`src/rtl/mem_cycle_bridge_if.sv`:
```
// mem_cycle_bridge_if: CPU-side bus, EMS config and SDRAM request signals of the bridge.
interface mem_cycle_bridge_if;
  logic [19:0] address;
  logic [7:0]  internal_data_bus;
  logic        memory_read_n;
  logic        memory_write_n;
  logic        io_write_n;
  logic        ems_enabled;
  logic [1:0]  ems_address;
  logic        ram_address_select_n;
  logic        memory_access_ready;
  logic [7:0]  data_bus_out;
  logic        req;
  logic        req_write;
  logic [21:0] req_address;
  logic [7:0]  req_wdata;
  logic        ack;
  logic [7:0]  rdata;
  logic        timeout_err;
  modport slave (
    input  address, internal_data_bus, memory_read_n, memory_write_n, io_write_n,
    input  ems_enabled, ems_address, ack, rdata,
    output ram_address_select_n, memory_access_ready, data_bus_out,
    output req, req_write, req_address, req_wdata, timeout_err
  );
  modport master (
    output address, internal_data_bus, memory_read_n, memory_write_n, io_write_n,
    output ems_enabled, ems_address, ack, rdata,
    input  ram_address_select_n, memory_access_ready, data_bus_out,
    input  req, req_write, req_address, req_wdata, timeout_err
  );
endinterface

```
`src/rtl/mem_cycle_bridge.sv`:
```
// mem_cycle_bridge: turns CPU memory strobes into single SDRAM requests, with EMS page
// mapping in the 0xD0000 window and a 255-cycle ack timeout.
module mem_cycle_bridge (
  input logic clock,
  input logic reset,
  mem_cycle_bridge_if.slave bus
);
  typedef enum logic [1:0] {IDLE, REQ, DONE} state_t;
  state_t state, state_nx;
  logic [3:0]      page_en;
  logic [3:0][6:0] page_map;
  logic            rd_q, wr_q;
  logic [7:0]      count;
  logic [1:0]      page;
  logic [15:0]     base;
  logic [21:0]     phys;
  logic            conv_hit, ems_hit, hit, one_low, fall, start, active_high, timeout;
  always_comb begin
    page = bus.address[15:14];
    base = bus.ems_address == 2'd0 ? 16'h0208 :
           bus.ems_address == 2'd1 ? 16'h0218 :
           bus.ems_address == 2'd2 ? 16'h0258 : 16'h0268;
    conv_hit = bus.address < 20'hA0000;
    ems_hit = bus.ems_enabled & (bus.address[19:16] == 4'hD) & page_en[page];
    hit = conv_hit | ems_hit;
    phys = conv_hit ? {2'b00, bus.address} :
           22'h100000 + {1'b0, page_map[page], bus.address[13:0]};
    one_low = bus.memory_read_n ^ bus.memory_write_n;
    fall = (~bus.memory_read_n & rd_q) | (~bus.memory_write_n & wr_q);
    start = (state == IDLE) & hit & one_low & fall;
    active_high = bus.req_write ? bus.memory_write_n : bus.memory_read_n;
    // the edge that would take the counter to 255 is the timeout edge unless ack arrives
    timeout = ~bus.ack & (count == 8'd254);
    state_nx = state == IDLE ? (start ? REQ : IDLE) :
               state == REQ  ? (bus.ack ? (active_high ? IDLE : DONE) : (timeout ? DONE : REQ)) :
               (active_high ? IDLE : DONE);
    bus.ram_address_select_n = ~hit;
    bus.memory_access_ready = ~(hit & one_low & (state != DONE));
  end
  always_ff @(posedge clock or posedge reset)
    if (reset) state <= IDLE;
    else state <= state_nx;
  always_ff @(posedge clock or posedge reset)
    if (reset) begin
      page_en <= '0;
      page_map <= '0;
    end else if (~bus.io_write_n) begin
      for (int i = 0; i < 4; i++)
        if (bus.address[15:0] == base + 16'(i)) begin
          page_en[i] <= bus.internal_data_bus[7];
          page_map[i] <= bus.internal_data_bus[6:0];
        end
    end
  always_ff @(posedge clock or posedge reset)
    if (reset) begin
      rd_q <= 1'b1;
      wr_q <= 1'b1;
      count <= '0;
      bus.req <= 1'b0;
      bus.req_write <= 1'b0;
      bus.req_address <= '0;
      bus.req_wdata <= '0;
      bus.data_bus_out <= 8'hFF;
      bus.timeout_err <= 1'b0;
    end else begin
      rd_q <= bus.memory_read_n;
      wr_q <= bus.memory_write_n;
      if (start) begin
        bus.req <= 1'b1;
        bus.req_write <= ~bus.memory_write_n;
        bus.req_address <= phys;
        bus.req_wdata <= bus.internal_data_bus;
        count <= '0;
      end
      if (state == REQ) begin
        count <= count + 8'd1;
        if (bus.ack) begin
          bus.req <= 1'b0;
          if (~bus.req_write) bus.data_bus_out <= bus.rdata;
        end else if (timeout) begin
          bus.req <= 1'b0;
          bus.data_bus_out <= 8'hFF;
          bus.timeout_err <= 1'b1;
        end
      end
    end
endmodule

```
`src/flat_wrapper.sv`:
```
// flat-port wrapper written by rule: the top's interface ports become plain ports
module mem_cycle_bridge_flat 
  (clock, reset, bus_address, bus_internal_data_bus, bus_memory_read_n, bus_memory_write_n, bus_io_write_n, bus_ems_enabled, bus_ems_address, bus_ack, bus_rdata, bus_ram_address_select_n, bus_memory_access_ready, bus_data_bus_out, bus_req, bus_req_write, bus_req_address, bus_req_wdata, bus_timeout_err);
  mem_cycle_bridge_if bus_i ();
  input logic clock;
  input logic reset;
  input wire logic [$bits(bus_i.address)-1:0] bus_address;
  input wire logic [$bits(bus_i.internal_data_bus)-1:0] bus_internal_data_bus;
  input wire logic [$bits(bus_i.memory_read_n)-1:0] bus_memory_read_n;
  input wire logic [$bits(bus_i.memory_write_n)-1:0] bus_memory_write_n;
  input wire logic [$bits(bus_i.io_write_n)-1:0] bus_io_write_n;
  input wire logic [$bits(bus_i.ems_enabled)-1:0] bus_ems_enabled;
  input wire logic [$bits(bus_i.ems_address)-1:0] bus_ems_address;
  input wire logic [$bits(bus_i.ack)-1:0] bus_ack;
  input wire logic [$bits(bus_i.rdata)-1:0] bus_rdata;
  output wire logic [$bits(bus_i.ram_address_select_n)-1:0] bus_ram_address_select_n;
  output wire logic [$bits(bus_i.memory_access_ready)-1:0] bus_memory_access_ready;
  output wire logic [$bits(bus_i.data_bus_out)-1:0] bus_data_bus_out;
  output wire logic [$bits(bus_i.req)-1:0] bus_req;
  output wire logic [$bits(bus_i.req_write)-1:0] bus_req_write;
  output wire logic [$bits(bus_i.req_address)-1:0] bus_req_address;
  output wire logic [$bits(bus_i.req_wdata)-1:0] bus_req_wdata;
  output wire logic [$bits(bus_i.timeout_err)-1:0] bus_timeout_err;
  assign bus_i.address = bus_address;
  assign bus_i.internal_data_bus = bus_internal_data_bus;
  assign bus_i.memory_read_n = bus_memory_read_n;
  assign bus_i.memory_write_n = bus_memory_write_n;
  assign bus_i.io_write_n = bus_io_write_n;
  assign bus_i.ems_enabled = bus_ems_enabled;
  assign bus_i.ems_address = bus_ems_address;
  assign bus_i.ack = bus_ack;
  assign bus_i.rdata = bus_rdata;
  assign bus_ram_address_select_n = bus_i.ram_address_select_n;
  assign bus_memory_access_ready = bus_i.memory_access_ready;
  assign bus_data_bus_out = bus_i.data_bus_out;
  assign bus_req = bus_i.req;
  assign bus_req_write = bus_i.req_write;
  assign bus_req_address = bus_i.req_address;
  assign bus_req_wdata = bus_i.req_wdata;
  assign bus_timeout_err = bus_i.timeout_err;
  mem_cycle_bridge u_core (.clock(clock), .reset(reset), .bus(bus_i));
endmodule
```
`config.mk`:
```
export PLATFORM = sky130hd
export DESIGN_NAME = mem_cycle_bridge_flat
export DESIGN_NICKNAME = d
export VERILOG_FILES = /design/src/rtl/mem_cycle_bridge_if.sv /design/src/rtl/mem_cycle_bridge.sv /design/src/flat_wrapper.sv
export SDC_FILE = /design/constraint.sdc
export NUM_CORES = 1
export LEC_CHECK = 0
export CORE_ASPECT_RATIO = 2
export CORE_UTILIZATION = 30
export CTS_BUF_LIST = sky130_fd_sc_hd__clkbuf_2 sky130_fd_sc_hd__clkbuf_4 sky130_fd_sc_hd__clkbuf_8
export CTS_CLUSTER_SIZE = 25
export DETAILED_ROUTE_END_ITERATION = 16
export PLACE_DENSITY = 0.57
export REMOVE_ABC_BUFFERS = 1
export SLEW_MARGIN = 10
export SYNTH_ARGS = -nofsm -noshare
export SYNTH_HDL_FRONTEND = slang
export SYNTH_SLANG_ARGS = --single-unit
```
`constraint.sdc`:
```
create_clock -name clock -period 3.9 [get_ports clock]
set_input_delay 0.78 -clock clock [delete_from_list [all_inputs] [get_ports clock]]
set_output_delay 0.78 -clock clock [all_outputs]
set_load 0.02 [all_outputs]
```
* Yosys cells after proc, flatten, opt, wreduce, memory -nomap -nowiden
Cells that the tools add are included.
** Word-level totals
- Register bits after elaboration :: 85
- Word-level logic and storage cells :: 89
- Output and inout bits :: 43
- Bits of input ports :: 45
** Operators by class
- Muxes and demuxes :: 24
- Add/subtract/negate cells :: 5
- Reduce and logical (&&, ||, !) cells :: 10
- Eq/ne operators :: 11
- Order comparisons :: 2
- Bitwise logic cells :: 19
** Operator list (number)
- equality test 16 bit :: 4
- 2-to-1 mux 8 bit :: 5
- adder 16 x 2 -> 16 bit, second input constant :: 2
- 2-to-1 mux 16 bit :: 2
- adder 21 x 21 -> 22 bit, first input constant :: 1
- 2-to-1 mux 22 bit :: 1
- < comparator 20 bit, second input constant :: 1
- adder 16 x 1 -> 16 bit, second input constant :: 1
- binary-select mux 7 bit (select 2 bit) :: 1
- bitwise AND 1 bit :: 10
- 2-to-1 mux 2 bit :: 5
- adder 8 x 1 -> 8 bit, second input constant :: 1
- equality test 8 bit, second input constant :: 1
- AND reduction 2 bit :: 4
- 2-to-1 mux 1 bit :: 7
- 2-to-1 mux 7 bit :: 1
- 2-to-1 mux 6 bit :: 1
- NOT 1 bit :: 6
- AND reduction 3 bit :: 2
- equality test 2 x 1 -> 1 bit, second input constant :: 2
- equality test 4 bit, second input constant :: 1
- zero test 2 bit :: 2
- inequality test 2 bit, second input constant :: 2
- nonzero test 2 bit :: 2
- other kinds (5) :: 6

* Depth between registers and ports, before layout
- Word-level depth :: 11
- Mapped depth :: 6
- Mapped depth without buffers :: 6

* Worst setup path after synthesis
OpenSTA, ideal clock, no wires.
- Kind :: input to output
- Start :: input port bus_address[14]
- End :: output port bus_memory_access_ready
- Required time :: 3.120 ns
- Path buffers :: 0
- Arrival time :: 1.892 ns
- Stages on the path :: 3
- Setup slack :: 1.228 ns
- Cells stage by stage :: mux4_2 a21oi_4 a211o_1
** On the way
- Longest elaborated chain between the ends :: 7
- Elaborated cells between the ends (all ways) :: 8
- Those cells by class :: 1 x order compare; 2 x mux; 5 x bitwise
** RTL lines
- from (decl) :: line flat_wrapper.sv:7 : input wire logic [$bits(bus_i.address)-1:0] bus_address;
- parallel branches: the longest is 3 deep, another holds < comparator 20 bit
- OR 1 bit * :: line mem_cycle_bridge.sv:25 : hit = conv_hit | ems_hit;
- bitwise AND 1 bit * (2 in series) :: line mem_cycle_bridge.sv:38 : bus.memory_access_ready = ~(hit & one_low & (state != DONE));
- NOT 1 bit * :: line mem_cycle_bridge.sv:38
- to (decl) :: line flat_wrapper.sv:17 : output wire logic [$bits(bus_i.memory_access_ready)-1:0] bus_memory_access_ready;
Mark *: on every way between the ends. The select of a mux whose other input is x is not followed.

* Worst setup path after layout
Same ends and word-level chain as after synthesis.

==> impl_metrics.json <==
{
  "min_period_over_period_pct": 93.28,
  "hold_viol_final": 0,
  "numCtsBuffers": 9,
  "outcome": "finished clean",
  "ys.flop_type": "dfrtp_1",
  "powerDensity_nw_per_um2": 527.3,
  "p_sw_share_pct": 31.98,
  "synth-simple-area-share_pct": 10.00,
  "cts_tree": "yes",
  "rows": 58,
  "grt_pass1_wl_mm": 14.41,
  "areaGrowthSynthToFinish_pct": 34.14,
  "detail_route.first_pass.iterations": 4,
  "ys_warn_count": 0,
  "start_util_pct": 30.80,
  "vdd_drop_max_mv": 0.2605,
  "nFillCells": 1224,
  "netlist_area_um2": 3866,
  "drcViolationCount": 0,
  "die_h_um": 162.5,
  "drive_gt1_share_pct": 29.92,
  "cts_setup_buffers": 0,
  "crit_required_ns": 3.12,
  "grt-ovfl-total": 0,
  "place.gp.congestion": 0.7195,
  "antenna_found_initial": 0,
  "place_ws_ns": 0.2357,
  "cts_sinks": 85,
  "dieArea_um2": 13370,
  "end_kind": "primary output",
  "switchingPower_mw": 0.8746,
  "worstReg2RegStart": "u_core.rd_q$_DFF_PP1_",
  "postPlaceCellArea_um2": 4987,
  "crit_family": "buffers and inverters",
  "setup-tns-final_ns": 0,
  "hold_buffers": 0,
  "cap_violations": 0,
  "grt_max_degree": 48,
  "ioPinCount": 88,
  "hpwl_mm": 6.734,
  "rr_endpoint": "u_core.bus.req_address[5]$_DFFE_PP0P_",
  "hold_path.class": "reg -> reg",
  "core_um2": 12550,
  "critical_path.cell_chain": "clkdlybuf4s50_1 -> mux4_2 -> a21oi_4 -> a211o_1 -> clkdlybuf4s50_1",
  "clk_path_buf_depth": 2,
  "cts_resized": 0,
  "track_usage_pct": 14.86,
  "worst_slack_ns": 0.2620,
  "reg2reg_slack_ns": 1.76,
  "clkTransAtPathRegs_ns": 0.10,
  "synth_top_family_by_area": "multiplexers",
  "synth-compound-area-share_pct": 6.731,
  "critPathKind": "in -> out",
  "drtIter0Drc": 101,
  "muxShareOfSynthArea_pct": 23.50,
  "root_buffer": "clkbuf_8",
  "num_antenna_cells": 0,
  "port_buffers": 87,
  "vias": 2572,
  "antenna_left": 0,
  "viasPerCell": 4.844,
  "min-delay-start": "u_core.bus.timeout_err$_DFFE_PP0P_",
  "worst_clock_skew_ns": 0.01303,
  "avgRoutedWirePerCell_um": 17.04,
  "clockPowerShare_pct": 23.0,
  "rsz0062_at_grt": "false",
  "period_minus_slack_ns": 3.638,
  "grt_pass1_vias": 2742,
  "syn_area_per_cell_um2": 14.06,
  "cts.htree.levels": 3,
  "cpMostUsedCell": "clkdlybuf4s50_1",
  "fp.dieW_um": 82.27,
  "final_cells": 531,
  "slew_headroom_pct": 41.78,
  "max_freq_mhz": 274.9,
  "nets": 426,
  "synthAdderAreaFrac_pct": 1.618,
  "clock_latency_ns": 0.36,
  "yosysSeqAreaShare_pct": 55.34,
  "final_core_utilization_pct": 41.31,
  "hold_ws_ns": 0.4843,
  "tightest_slew_ns": 0.8723,
  "ys_ff_latch": 85,
  "cp-start-kind": "input pin",
  "finalMaxSlewViolations": 0,
  "min_path_cells": 1,
  "slowest_delay_ns": 0.60,
  "pwr-share-seq_pct": 44.6,
  "combPwrFrac_pct": 32.4,
  "p_total_mw": 2.735,
  "synth_edf_count": 0,
  "synth.distinct_cells": 45,
  "final_area_um2": 5186,
  "routed_wl_mm": 9.048,
  "p_leak_nw": 2.213,
  "min_to": "u_core.bus.timeout_err$_DFFE_PP0P_",
  "cp.arrival_ns": 2.86,
  "synth-xor-area-share_pct": 1.133,
  "dp.cells": 515,
  "reg2reg_depth": 5,
  "path_buf_inv": 2,
  "worstPathMaxFanout": 6,
  "synthArstFlopShare_pct": 100.0,
  "synth_cells": 275,
  "internal-power_mw": 1.860,
  "finalSetupViolCount": 0,
  "cp_slowest_cell": "clkdlybuf4s50_1"
}
synth_stat cells (2+ instances only):
cell type | count | area, um2
mux2_2 | 63 | 709.4
and3_1 | 3 | 18.77
inv_1 | 7 | 26.28
nor2_1 | 8 | 30.03
buf_2 | 4 | 20.02
or3_1 | 2 | 12.51
nor4_4 | 3 | 63.81
ha_1 | 5 | 62.56
xor2_1 | 2 | 17.52
mux4_2 | 6 | 135.1
xnor2_1 | 3 | 26.28
nand3_1 | 3 | 15.01
nor2b_1 | 3 | 18.77
o31ai_1 | 5 | 37.54
nand2b_1 | 4 | 25.02
mux2_1 | 3 | 33.78
nand3b_1 | 2 | 15.01
nor4_1 | 2 | 12.51
nand2_1 | 11 | 41.29
nand4_1 | 3 | 18.77
clkbuf_1 | 2 | 7.510
o211ai_1 | 2 | 15.01
a211o_1 | 2 | 17.52
dfrtp_1 | 75 | 1877
nor3_1 | 3 | 15.01
o22a_1 | 9 | 78.83
mux2i_1 | 3 | 30.03
o21ai_0 | 11 | 55.05
dfstp_2 | 10 | 262.8
layout make-up:
class | count | area (um2) | share of cell area (%)
inverters | 7 | 27.53 | 0.5308
well taps | 150 | 187.7 | 3.619
multi-input cells | 176 | 1662 | 32.04
repair buffers | 97 | 970.9 | 18.72
clock inverters | 7 | 75.07 | 1.448
clock buffers | 9 | 123.9 | 2.388
flip-flops and latches | 85 | 2140 | 41.25
cell usage in the layout, fill, tap and decap left out, types with 3 or more instances in the layout:
cell and count:
clkdlybuf4s50_1 87, dfrtp_1 75, mux2_2 63, nand2_1 11, o21ai_0 11, dfstp_2 10
o22a_1 9, clkbuf_8 9, nor2_1 8, buf_4 8, mux4_2 6, inv_1 6
o31ai_1 5, ha_1 5, nand2b_1 4, nor2b_1 3, and3_1 3, nand4_1 3
xnor2_1 3, mux2_1 3, mux2i_1 3, nor4_4 3, nor3_1 3, nand3_1 3
clkinvlp_4 3
registers in the layout (all words and copies together), names as in the netlist:
signal                   cells
u_core.page_map             28
u_core.bus.req_address      22
u_core.bus.data_bus_out      8
u_core.bus.req_wdata         8
u_core.count                 8
u_core.page_en               4
u_core.state                 2
u_core.bus.req               1
u_core.bus.req_write         1
u_core.bus.timeout_err       1
u_core.rd_q                  1
u_core.wr_q                  1
worst max path at each step:
stage	slack [ns]	endpoint	depth (start not counted)	from
after CTS	0.23	bus_memory_access_ready	5	bus_address[14]
final	0.26	bus_memory_access_ready	5	bus_address[14]
after global placement	0.25	bus_memory_access_ready	5	bus_address[14]
after global routing	0.19	bus_memory_access_ready	5	bus_address[14]
after detailed placement	0.24	bus_memory_access_ready	5	bus_address[14]
after floorplan	0.94	u_core.bus.req$_DFF_PP0_	1	reset
per-layer routing:
layer  part of all wire [%]  vias to the layer above  global-route usage [%]
li1                       -                     1221                       -
met1                     39                     1299                   16.25
met2                     57                       42                   26.71
met3                    2.5                       10                   2.857
met4                    2.0                        0                   6.539
met5                      0                        -                       0
logic make-up after synthesis:
logic type                 count (synthesis)
buffers and inverters                     14
AOI/OAI and AO/OA                         36
DFF                                       85
xor gates and xnor gates                   5
muxes                                     75
and+or+nand+nor                           55
adders and majority gates                  5
power by group through the flow:
stage / Combinational (mW) / Clock (mW) / Sequential [mW]
after floorplan: 0.256 / 0 / 1.42
after global placement: 0.889 / 0 / 1.23
after detailed placement: 0.900 / 0 / 1.24
after CTS: 0.902 / 0.661 / 1.22
after global routing: 0.944 / 0.689 / 1.25
final: 0.887 / 0.628 / 1.22
Power figures use the tool's default switching activity.
